**config.mk**
```make
export PLATFORM = sky130hd
export DESIGN_NAME = window_col_feeder
export DESIGN_NICKNAME = d
export VERILOG_FILES = /design/src/rtl/feeder_pkg.sv /design/src/rtl/row_delay_line.sv /design/src/rtl/window_col_feeder.sv
export SDC_FILE = /design/constraint.sdc
export NUM_CORES = 1
export LEC_CHECK = 0
export CAP_MARGIN = 20
export CORE_MARGIN = 5
export CORE_UTILIZATION = 59
export CTS_CLUSTER_SIZE = 24
export DETAILED_ROUTE_END_ITERATION = 10
export HOLD_SLACK_MARGIN = 0.12
export PLACE_DENSITY = 0.76
export SETUP_SLACK_MARGIN = 0.5
export SLEW_MARGIN = 20
export SYNTH_ARGS = -nofsm -noshare
export SYNTH_HDL_FRONTEND = slang
export SYNTH_SLANG_ARGS = --single-unit
export TNS_END_PERCENT = 100
```
**constraint.sdc**
```tcl
create_clock -name clk -period 2.45 [get_ports clk]
set_clock_uncertainty 0.15 [all_clocks]
set_input_delay 0.49 -clock clk [delete_from_list [all_inputs] [get_ports clk]]
set_output_delay 0.49 -clock clk [all_outputs]
set_load 0.01 [all_outputs]
```
**src/rtl/feeder_pkg.sv**
```systemverilog
// rtl/feeder_pkg.sv - shared pixel width, frame defaults and state encoding for the column feeder
package feeder_pkg;

  localparam int BIT_LENGTH = 5;
  localparam int DEF_IMG_W  = 8;
  localparam int DEF_IMG_H  = 8;

  typedef enum logic [1:0] {
    S_IDLE   = 2'd0,
    S_FILL   = 2'd1,
    S_STREAM = 2'd2,
    S_DONE   = 2'd3
  } feeder_state_t;

endpackage

```
**src/rtl/row_delay_line.sv**
```systemverilog
// rtl/row_delay_line.sv - one image row of pixel storage, read-before-write at a single address
module row_delay_line
  import feeder_pkg::*;
#(
  parameter int DEPTH = DEF_IMG_W,
  parameter int AW    = (DEPTH > 1) ? $clog2(DEPTH) : 1
) (
  input  logic                  clk,
  input  logic                  reset_n,
  input  logic                  i_we,
  input  logic [AW-1:0]         i_addr,
  input  logic [BIT_LENGTH-1:0] i_din,
  output logic [BIT_LENGTH-1:0] o_dout
);

  logic [BIT_LENGTH-1:0] r_mem [DEPTH];

  always_ff @(posedge clk or negedge reset_n) begin
    if (!reset_n) begin
      for (int i = 0; i < DEPTH; i++) r_mem[i] <= '0;
    end else if (i_we) begin
      r_mem[i_addr] <= i_din;
    end
  end

  // Combinational read returns the old entry in the same cycle it is overwritten.
  assign o_dout = r_mem[i_addr];

endmodule

```
**src/rtl/window_col_feeder.sv**
```systemverilog
// rtl/window_col_feeder.sv - turns a raster pixel stream into 3-row columns for a vertical filter
module window_col_feeder
  import feeder_pkg::*;
#(
  parameter int IMG_W = DEF_IMG_W,
  parameter int IMG_H = DEF_IMG_H
) (
  input  logic                  clk,
  input  logic                  reset_n,
  input  logic                  start,
  input  logic [BIT_LENGTH-1:0] pixel_in,
  input  logic                  in_valid,
  output logic                  in_ready,
  output logic [BIT_LENGTH-1:0] pixel_out1,
  output logic [BIT_LENGTH-1:0] pixel_out2,
  output logic [BIT_LENGTH-1:0] pixel_out3,
  output logic                  enable,
  output logic                  done,
  output logic                  error
);

  localparam int CW = $clog2(IMG_W);
  localparam int RW = $clog2(IMG_H);
  localparam logic [CW-1:0] COL_LAST  = CW'(IMG_W - 1);
  localparam logic [RW-1:0] ROW_LAST  = RW'(IMG_H - 1);
  localparam logic [RW-1:0] ROW_FILLD = RW'(1);

  feeder_state_t r_state, w_next;
  logic [CW-1:0] r_col;
  logic [RW-1:0] r_row;
  logic [BIT_LENGTH-1:0] r_out1, r_out2, r_out3;
  logic [BIT_LENGTH-1:0] w_lb0, w_lb1;
  logic r_enable, r_done, r_error;
  logic w_in_ready, w_accept, w_col_last, w_start_ok, w_streaming;

  assign w_in_ready  = (r_state == S_FILL) || (r_state == S_STREAM);
  assign w_accept    = in_valid && w_in_ready;
  assign w_col_last  = (r_col == COL_LAST);
  assign w_start_ok  = start && ((r_state == S_IDLE) || (r_state == S_DONE));
  assign w_streaming = (r_state == S_STREAM);

  // lb1 holds row r-1, lb0 holds row r-2; lb1's old entry shifts down into lb0.
  row_delay_line #(.DEPTH(IMG_W), .AW(CW)) u_lb1 (
    .clk(clk), .reset_n(reset_n), .i_we(w_accept), .i_addr(r_col),
    .i_din(pixel_in), .o_dout(w_lb1)
  );

  row_delay_line #(.DEPTH(IMG_W), .AW(CW)) u_lb0 (
    .clk(clk), .reset_n(reset_n), .i_we(w_accept), .i_addr(r_col),
    .i_din(w_lb1), .o_dout(w_lb0)
  );

  always_ff @(posedge clk or negedge reset_n) begin
    if (!reset_n) r_state <= S_IDLE;
    else          r_state <= w_next;
  end

  always_comb begin
    w_next = r_state;
    case (r_state)
      S_IDLE, S_DONE: if (start) w_next = S_FILL;
      S_FILL:         if (w_accept && w_col_last && (r_row == ROW_FILLD)) w_next = S_STREAM;
      // Any gap while streaming would break the enable burst, so the frame is abandoned.
      S_STREAM:       if (!in_valid || (w_col_last && (r_row == ROW_LAST))) w_next = S_DONE;
      default:        w_next = S_IDLE;
    endcase
  end

  always_ff @(posedge clk or negedge reset_n) begin
    if (!reset_n) begin
      r_col    <= '0;
      r_row    <= '0;
      r_out1   <= '0;
      r_out2   <= '0;
      r_out3   <= '0;
      r_enable <= 1'b0;
      r_done   <= 1'b0;
      r_error  <= 1'b0;
    end else begin
      r_enable <= 1'b0;
      r_done   <= 1'b0;
      if (w_start_ok) begin
        r_col   <= '0;
        r_row   <= '0;
        r_error <= 1'b0;
      end
      if (w_accept) begin
        if (w_col_last) begin
          r_col <= '0;
          r_row <= (r_row == ROW_LAST) ? '0 : r_row + RW'(1);
        end else begin
          r_col <= r_col + CW'(1);
        end
      end
      if (w_accept && w_streaming) begin
        r_out1   <= w_lb0;
        r_out2   <= w_lb1;
        r_out3   <= pixel_in;
        r_enable <= 1'b1;
        r_done   <= w_col_last && (r_row == ROW_LAST);
      end
      if (w_streaming && !in_valid) r_error <= 1'b1;
    end
  end

  assign in_ready   = w_in_ready;
  assign pixel_out1 = r_out1;
  assign pixel_out2 = r_out2;
  assign pixel_out3 = r_out3;
  assign enable     = r_enable;
  assign done       = r_done;
  assign error      = r_error;

endmodule

```
==> metrics.txt <==
worst reg2reg path depth=5; final WL=10100 um; TritonCTS clock tree=built; fillers=579; Least-Margin Pin Slew=roughly 0.48 ns; met1 Usage GRT=0.302; Avg Inst Size Synth=roughly 12 um2; WL per Instance=between 15 and 20 um; Flop pwr share=0.428; final HPWL from detailed placement=around 6400 um; Area after DPL=0.00527 mm2; power per cell area=between 1000 and 1500 mW/mm2; Tot GR Track Use=0.215; Yosys warnings=0; Final setup viols=0; share of cells above drive strength 1=0.309; number of nets in the layout=470; P&R area growth vs syn=20.7%; crit-path cells=inv_2, ha_4, nand2b_4, or4_4, mux2_4; root buffer cell=clkbuf_8; r2r startpoint=r_state[0]; R2R Path End=u_lb1.r_mem[29]; switching power share of the total=0.366; clk_lat worst skew=between 0.3 and 0.4 ns; number of DRC markers in iteration 0=between 150 and 200; met3 track demand over resource=0.0479; htree depth=3; min-delay worst type=reg -> reg; Syn Inst Count=406; final worst-path cycle share=0.831; DIE AREA=0.0101 mm2; Non-Filler Instances=~560; Netlist cell types=35; CP Max Fanout=7; FMAX=just under 500 MHz; Most Crowded Layer GR=met2; hold slack=roughly 0.33 ns; Worst Setup End Kind=register; Setup TNS Final=0 ns; syn_nets=roughly 420; Final Max Tran Viols=0; commonest non-fill, non-tap cells in the layout=dfrtp_1, mux2i_1, nand2_1; top cells by area, synth=dfrtp_1, mux2_2, mux2i_1; initial core utilization=0.596; Core ar.=between 0.008 and 0.009 mm2; crit path kind=reg -> reg; Clk pwr share=0.180; Worst Path Required=2.55 ns; worst path arrival time=around 2.1 ns; initial antenna violation count=0; hold path start=pixel_out1[3]; minimum clock period after layout=~2 ns; RSZ-0062 raised after global routing=yes; die width=~100 um; routing usage on met2=0.350; Yosys top cell area share=0.550; FP Rows=33; leakage=approximately 2.8 nW; CTS Buf Count=9; Vias=~3.2k; largest net degree at the start of global routing=39; Fin. Hold Viols=0; CP max stage cell=or4_4; IO Port Bufs=27; Routed Antenna Nets=0; R2R setup slack=about 0.41 ns; number of global-route vias before repair=~3.2k; most common cell after layout, fill and taps aside=dfrtp_1; Sw Pwr=2.22 mW; Slew HR=0.682; hold depth=2; synthesized cell area=approximately 0.0048 mm2; placed cells=535; CP Launch Type=register; global-route wire length before repair=16900 um; die span in y=100 um; CTS sink count=106; peak supply drop=0.677 mV; total grt overflow=0; leading area contributor after synthesis=dfrtp_1; Seq cells post-synth=106; Hold Crit Endpoint=pixel_out1[3]; IO Pins=28; Vias/cell=5.68; deepest clock path buffer count=2; # DRC=0; status=finished clean; n_diodes=0; sequential area share after synthesis=0.550; critical path's largest stage delay=approximately 0.53 ns; Gate power share=0.392; Max-Cap Viols=0; P_int=about 3.9 mW; Placer Congestion=between 0.7 and 0.8; fin area=0.00582 mm2; Worst-path clk slew=0.11 ns; Initial DRT Pass Iterations=4
Yosys cell counts (all sizes together):
library cell  count
a21oi            23
a22o              2
a31o              1
and2b             1
and4              1
buf              18
clkbuf            6
dfrtp           106
ha                7
inv               8
mux2             45
mux2i            42
nand2            41
nand2b            3
nand3             2
nand4             1
nor2             33
nor2b             1
nor3              3
nor4              1
o21ai            36
o21bai            1
o22ai            20
o31ai             1
or2               1
or4               1
or4b              1
power by group through the flow:
stage               registers, mW  logic, mW  clock network, mW
floorplan                    2.50       1.65                  0
global placement             2.60       2.01                  0
detailed placement           2.63       2.07                  0
CTS                          2.57       2.22               1.11
global route                 2.67       2.60               1.18
finish                       2.60       2.38               1.09
state kept, by name (all words and copies together), names as in the netlist:
name         count
done             1
r_state          2
pixel_out2       5
pixel_out1       5
error            1
pixel_out3       5
u_lb0.r_mem     40
enable           1
r_col            3
u_lb1.r_mem     40
r_row            3
cell families after synthesis:
group	count (synthesis)	share of synthesized area
buffers and inverters	32	0.0405
adder cells (fa/ha/maj)	7	0.0182
multiplexers	87	0.196
AND/OR/NAND/NOR	90	0.0949
AO/OA/AOI/OAI	84	0.100
flip-flops	106	0.550
routing by layer:
metal | part of all wire | vias up
met5 | 0 | -
met4 | 0.0086 | 0
met3 | 0.046 | 7
met2 | 0.51 | 69
met1 | 0.44 | 1608
li1 | - | 1521
what timing repair did:
action                                 in CTS  in global routing
setup endpoints to repair                  84                 75
buffers inserted                            7                  4
cloned                                      0                  1
endpoints found under the hold margin      33                  0
hold buffers                                1                  0
pin swaps                                   3                  6
resized for setup                          22                 46
critical path, delay by kind of cell, from the launching register on:
kind,cells,cell delay [ns]
and+or+nand+nor,2,0.70
DFF,1,0.43
muxes,1,0.33
adders and majority gates,1,0.21
buffers and inverters,1,0.08
layout make-up:
class / count / area (um2) / area share
Tap cell: 105 / 131 / 0.0226
Clock buffer: 9 / 124 / 0.0213
Clock inverter: 7 / 77.6 / 0.0133
Inverter: 8 / 30.0 / 0.00516
Multi-Input combinational cell: 268 / 2120 / 0.365
Timing Repair Buffer: 61 / 678 / 0.117
Sequential cell: 106 / 2660 / 0.456
worst max-delay path by stage:
stage                      endpoint       start  depth (start not counted)  slack, ns
floorplan           u_lb1.r_mem[25]  r_state[1]                          6       0.36
global placement    u_lb1.r_mem[14]    in_valid                          4       0.07
detailed placement  u_lb1.r_mem[12]    in_valid                          4      0.005
CTS                        in_ready  r_state[0]                          5       0.45
global route        u_lb1.r_mem[29]  r_state[0]                          5       0.38
finish              u_lb1.r_mem[29]  r_state[0]                          5       0.41
per-stage QoR:
stage | setup slack, ns | power [mW] | util
2_1_floorplan | 0.356 | 4.16 | -
3_3_place_gp | 0.0696 | 4.61 | 0.651
3_5_place_dp | 0.00505 | 4.69 | 0.651
4_1_cts | 0.453 | 5.90 | 0.693
5_1_grt | 0.381 | 6.45 | 0.719
6_report | 0.414 | 6.08 | 0.719
No activity file was read; power rests on OpenSTA's default activity.
